<file path="config.mk">
export PLATFORM = sky130hd
export DESIGN_NAME = xstack_monitor
export DESIGN_NICKNAME = d
export VERILOG_FILES = /design/src/rtl/xstack_monitor.sv
export SDC_FILE = /design/constraint.sdc
export NUM_CORES = 1
export LEC_CHECK = 0
export CELL_PAD_IN_SITES_DETAIL_PLACEMENT = 2
export CELL_PAD_IN_SITES_GLOBAL_PLACEMENT = 2
export CORE_MARGIN = 1.5
export CORE_UTILIZATION = 17
export CTS_CLUSTER_SIZE = 16
export DETAILED_ROUTE_END_ITERATION = 7
export GPL_TIMING_DRIVEN = 0
export MAX_ROUTING_LAYER = met4
export PLACE_DENSITY = 0.83
export SYNTH_ARGS = -nofsm -noshare
export SYNTH_HDL_FRONTEND = slang
export SYNTH_SLANG_ARGS = --single-unit
</file>
<file path="constraint.sdc">
create_clock -name clk -period 2.5 [get_ports clk]
set_clock_uncertainty 0.2 [all_clocks]
set_input_delay 0.5 -clock clk [delete_from_list [all_inputs] [get_ports clk]]
set_output_delay 0.5 -clock clk [all_outputs]
set_load 0.005 [all_outputs]
</file>
<file path="src/rtl/xstack_monitor.sv">
// xstack_monitor: data-access isolation monitor for a small CPU.
// Classifies every data access against protected regions and a trusted code
// block, asserts a combinational CPU reset on a violation, and holds reset in
// a KILL state for at least HOLD_MIN cycles until the CPU reaches the reset
// handler with a clean access.
// Optional build macro XSTACK_VIOL_LOG_EN adds the violation log registers
// (viol_cause/viol_addr/viol_cnt); without it those outputs are tied to zero.
module xstack_monitor #(
  parameter int unsigned        NREG          = 4,
  parameter logic [16*NREG-1:0] REG_BASE      = {16'hFEFE, 16'h9000, 16'h8000, 16'hA000},
  parameter logic [16*NREG-1:0] REG_LAST      = {16'hFF1C, 16'h901F, 16'h801E, 16'hAFFF},
  parameter logic [NREG-1:0]    REG_SECRET    = 4'b1001,
  parameter logic [NREG-1:0]    REG_TRW       = 4'b0111,
  parameter logic [NREG-1:0]    REG_UWP       = 4'b0100,
  parameter logic [15:0]        TCB_BASE      = 16'hE000,
  parameter logic [15:0]        TCB_LAST      = 16'hEFFE,
  parameter logic [15:0]        RESET_HANDLER = 16'hFFFE,
  parameter int unsigned        HOLD_MIN      = 4
) (
  input  logic        clk,
  input  logic        reset_n,
  input  logic [15:0] pc,
  input  logic [15:0] data_addr,
  input  logic        r_en,
  input  logic        w_en,
  input  logic        clr_log,
  output logic        reset,
  output logic [2:0]  viol_cause,
  output logic [15:0] viol_addr,
  output logic [7:0]  viol_cnt
);

  typedef enum logic {
    ST_RUN  = 1'b0,
    ST_KILL = 1'b1
  } state_t;

  localparam logic [7:0] HOLD_LOAD = 8'(HOLD_MIN - 1);

  state_t          state;
  state_t          state_nxt;
  logic [7:0]      hcnt;
  logic [7:0]      hcnt_nxt;

  logic            trusted;
  logic [NREG-1:0] hit;
  logic            secret_hit;
  logic            trw_hit;
  logic            uwp_hit;
  logic            v1;
  logic            v2;
  logic            v3;
  logic            viol;
  logic            exit_ok;

  // Address decode: trusted-code window and per-region hits (overlaps OR together).
  always_comb begin
    trusted = (pc >= TCB_BASE) && (pc <= TCB_LAST);
    hit     = '0;
    for (int unsigned i = 0; i < NREG; i++) begin
      hit[i] = (data_addr >= REG_BASE[16*i +: 16]) &&
               (data_addr <= REG_LAST[16*i +: 16]);
    end
    secret_hit = |(hit & REG_SECRET);
    trw_hit    = |(hit & REG_TRW);
    uwp_hit    = |(hit & REG_UWP);
  end

  // Violation classification from the current access.
  always_comb begin
    v1   = !trusted && (r_en || w_en) && secret_hit;
    v2   = trusted && w_en && !trw_hit;
    v3   = !trusted && w_en && uwp_hit;
    viol = v1 || v2 || v3;
  end

  // Leaving KILL needs the hold time expired, the CPU at its reset handler,
  // and the current access itself clean.
  always_comb begin
    exit_ok = (hcnt == 8'd0) && (pc == RESET_HANDLER) && !viol;
  end

  // State and hold-counter registers.
  always_ff @(posedge clk or negedge reset_n) begin
    if (!reset_n) begin
      state <= ST_RUN;
      hcnt  <= '0;
    end else begin
      state <= state_nxt;
      hcnt  <= hcnt_nxt;
    end
  end

  // Next-state logic and combinational reset request.
  always_comb begin
    state_nxt = state;
    hcnt_nxt  = hcnt;
    reset     = 1'b0;
    case (state)
      ST_RUN: begin
        reset = viol;
        if (viol) begin
          state_nxt = ST_KILL;
          hcnt_nxt  = HOLD_LOAD;
        end
      end
      ST_KILL: begin
        reset = !exit_ok;
        if (exit_ok) begin
          state_nxt = ST_RUN;
        end else if (hcnt != 8'd0) begin
          hcnt_nxt = hcnt - 8'd1;
        end
      end
      default: begin
        state_nxt = ST_RUN;
        hcnt_nxt  = '0;
      end
    endcase
  end

`ifdef XSTACK_VIOL_LOG_EN
  logic        go_kill;
  logic [2:0]  cause_q;
  logic [15:0] addr_q;
  logic [7:0]  cnt_q;

  assign go_kill = (state == ST_RUN) && viol;

  // Violation log: a new RUN->KILL entry takes priority over a clear, and
  // then restarts the count at one instead of zero.
  always_ff @(posedge clk or negedge reset_n) begin
    if (!reset_n) begin
      cause_q <= '0;
      addr_q  <= '0;
      cnt_q   <= '0;
    end else if (go_kill) begin
      cause_q <= {v3, v2, v1};
      addr_q  <= data_addr;
      if (clr_log) begin
        cnt_q <= 8'd1;
      end else if (cnt_q != 8'hFF) begin
        cnt_q <= cnt_q + 8'd1;
      end
    end else if (clr_log) begin
      cause_q <= '0;
      addr_q  <= '0;
      cnt_q   <= '0;
    end
  end

  assign viol_cause = cause_q;
  assign viol_addr  = addr_q;
  assign viol_cnt   = cnt_q;
`else
  logic log_unused;

  assign log_unused = clr_log;
  assign viol_cause = '0;
  assign viol_addr  = '0;
  assign viol_cnt   = '0;
`endif

endmodule

</file>
==> impl_results.md <==
- H-tree depth: 1
- Post-synth EDFFs: 0
- Required time of the critical path: 1.80 ns
- Initial DRC count: 28
- CP Launch Type: primary input
- Design Area, Final: 1752 µm²
- Power Density: between 500 and 600 nW/µm²
- Peak VDD IR: 0.0001794 V
- Initial antenna violation count: 0
- Largest net degree at the start of global routing: 10
- Via density: 4.026
- First-pass GRT wire length: 6065 µm
- Skew-Pair Late Insertion Delay: 0.24 ns
- Total power draw: 0.8894 mW
- Clock transition at the registers of the reported paths: 0.05 ns
- Violated checks: negative setup slack
- # setup viols final: 1
- Synthesized cell area: roughly 920 µm²
- Layout area overhead: 91.00%
- Final nets: 234
- Unique masters post-synth: 35
- Synth Flop Type: dfrtp_1
- Via count: 1067
- Clock buffer count from CTS: 3
- Synth warn: 0
- Die W: about 76 µm
- Final ANT Viol Nets: 0
- # diodes: 0
- Gr usage total: 0.1372
- Core ar.: a little over 5000 µm²
- Setup TNS: -0.1134 ns
- Slew Viols, Final: 0
- Drt wl/cell: 14.28 µm
- Most common cell after layout, fill and taps aside: buf_4
- Final Hold Vio Count: 0
- Crit path capture type: primary output
- Max FO, Critical Path: 2
- HP Class: in -> async
- RSZ-0062 raised after global routing: yes
- Async set or reset register ratio after synthesis: 1.000
- Area after DPL: 1463 µm²
- Fill count: 627
- Share of layout cells above drive strength 1: 0.4256
- First-pass iteration count of the detailed router: 4
- Sequential share of the synthesized area: 0.2456
- Clk root buf: clkbuf_8
- Clock Tree Buf Depth: 2
- IO Pins: 65
- Final RePlAce weighted congestion: 0.7336
- Grt ovf: 0
- Mean Syn Cell Area: 8.338 µm²
- DIE AREA: 5845 µm²
- CTS tree: done
- Most frequent cells in the layout: buf_4 (46), conb_1 (27), dlygate4sd2_1 (19)
- Hpwl dp: 2416 µm
- Status: finished, violations left
- Final hold slack: 0.3669 ns
- Initial core utilization: 0.1784
- Utilization after layout: 0.3408
- Final worst slack: -0.1134 ns
- #FFs+latches synth: 9
- DRC: 0
- Chip height: 76.45 µm
- Synth Instances: 110
- Clock sink count: 9
- F_max: 382.6 MHz
- Buffers on Ports: 36
- Post-layout min period: between 2 and 3 ns
- WL final: between 3000 and 4000 µm
- Row count: 26
- Vias in the first global route: 1168
- Max-cap violation count: 0
- Final worst path period share: 1.045
- Lkg Pwr: slightly above 0.8 nW
- Critical path type: in -> out
- Worst EP arrival: 1.91 ns
-- registers in the layout, summed over array words and instances (netlist names) --
| register | count |
|---|---|
| hcnt | 8 |
| state | 1 |
-- area by class of cell --
type                       count  area, µm²  area share
inverter                       3      11.26    0.006429
multi-input combinational     96      701.9      0.4007
tap                           70      87.58     0.05000
clock buffer                   4      45.04     0.02571
buffer                        28      206.4      0.1179
sequential                     9      225.2      0.1286
timing repair buffer          55      474.2      0.2707
-- per-layer routing --
layer,GRT usage,up-vias,share of wire
met5,-,-,0
met3,0.02754,4,0.047
li1,-,510,-
met4,0.06481,0,0.015
met1,0.1439,513,0.38
met2,0.2455,40,0.56
-- where the power goes --
group | total (mW) | switching, mW | leakage (nW) | internal [mW]
combinational | 0.405 | 0.180 | 0.680 | 0.225
sequential | 0.311 | 0.0954 | 0.101 | 0.215
clock | 0.173 | 0.0620 | 0.0228 | 0.112
total | 0.889 | 0.337 | 0.804 | 0.552
-- critical path, stage by stage --
cell	delay (ns)
dlygate4sd2_1	0.27
nand4_1	0.15
o2111ai_2	0.19
a211oi_4	0.36
a31oi_4	0.05
a211o_1	0.25
buf_2	0.14
-- synthesized netlist by cell type, drive strengths merged (2+ instances only) --
master / instances / area share
nor3: 6 / 0.033
dfrtp: 9 / 0.25
nand4: 3 / 0.020
a31oi: 4 / 0.027
o2111ai: 2 / 0.019
nor4: 4 / 0.027
o21ai: 2 / 0.011
nor2: 9 / 0.037
nand2: 4 / 0.016
or2: 3 / 0.020
xor2: 2 / 0.019
nand2b: 5 / 0.034
buf: 27 / 0.22
and3: 2 / 0.019
inv: 3 / 0.012
xnor2: 3 / 0.037
nand3: 6 / 0.033
a211o: 2 / 0.019
-- per-stage QoR --
| step | setup slack (ns) | cells |
|---|---|---|
| after detailed placement | -0.8942 | 242 |
| after global placement | -0.8713 | 242 |
| final | -0.1134 | 265 |
| after global routing | -0.1685 | 265 |
| after floorplan | 0.2189 | 136 |
| after CTS | -0.04672 | 258 |
-- kinds of logic (layout without fill, tap and decap cells) --
kind of cell,after synthesis,in the layout,synth area share
xor gates and xnor gates,5,5,0.05595
other,1,27,0.004089
and+or+nand+nor,46,46,0.2865
DFF,9,9,0.2456
AOI/OAI and AO/OA,17,17,0.1569
buffers and inverters,31,90,0.2374
adders and majority gates,1,1,0.01364
-- timing repair --
| item | CTS | global route |
|---|---|---|
| setup buffers | 12 | 7 |
| endpoints found under the setup margin | 1 | 1 |
| hold buffers | 0 | 0 |
| gates resized for setup | 98 | 4 |
| pin swaps | 21 | 8 |
-- worst paths after layout --
kind,startpoint,end,slack [ns],cells after the start
max,data_addr[3],reset,-0.11,7
min,reset_n,hcnt[6],0.37,1
max reg2reg,hcnt[3],hcnt[7],0.36,5
min reg2reg,hcnt[3],hcnt[3],0.40,2
max in group asynchronous,reset_n,hcnt[7],1.44,1
min in group clk,hcnt[3],hcnt[3],0.40,2
(Power assumes the default switching activity.)
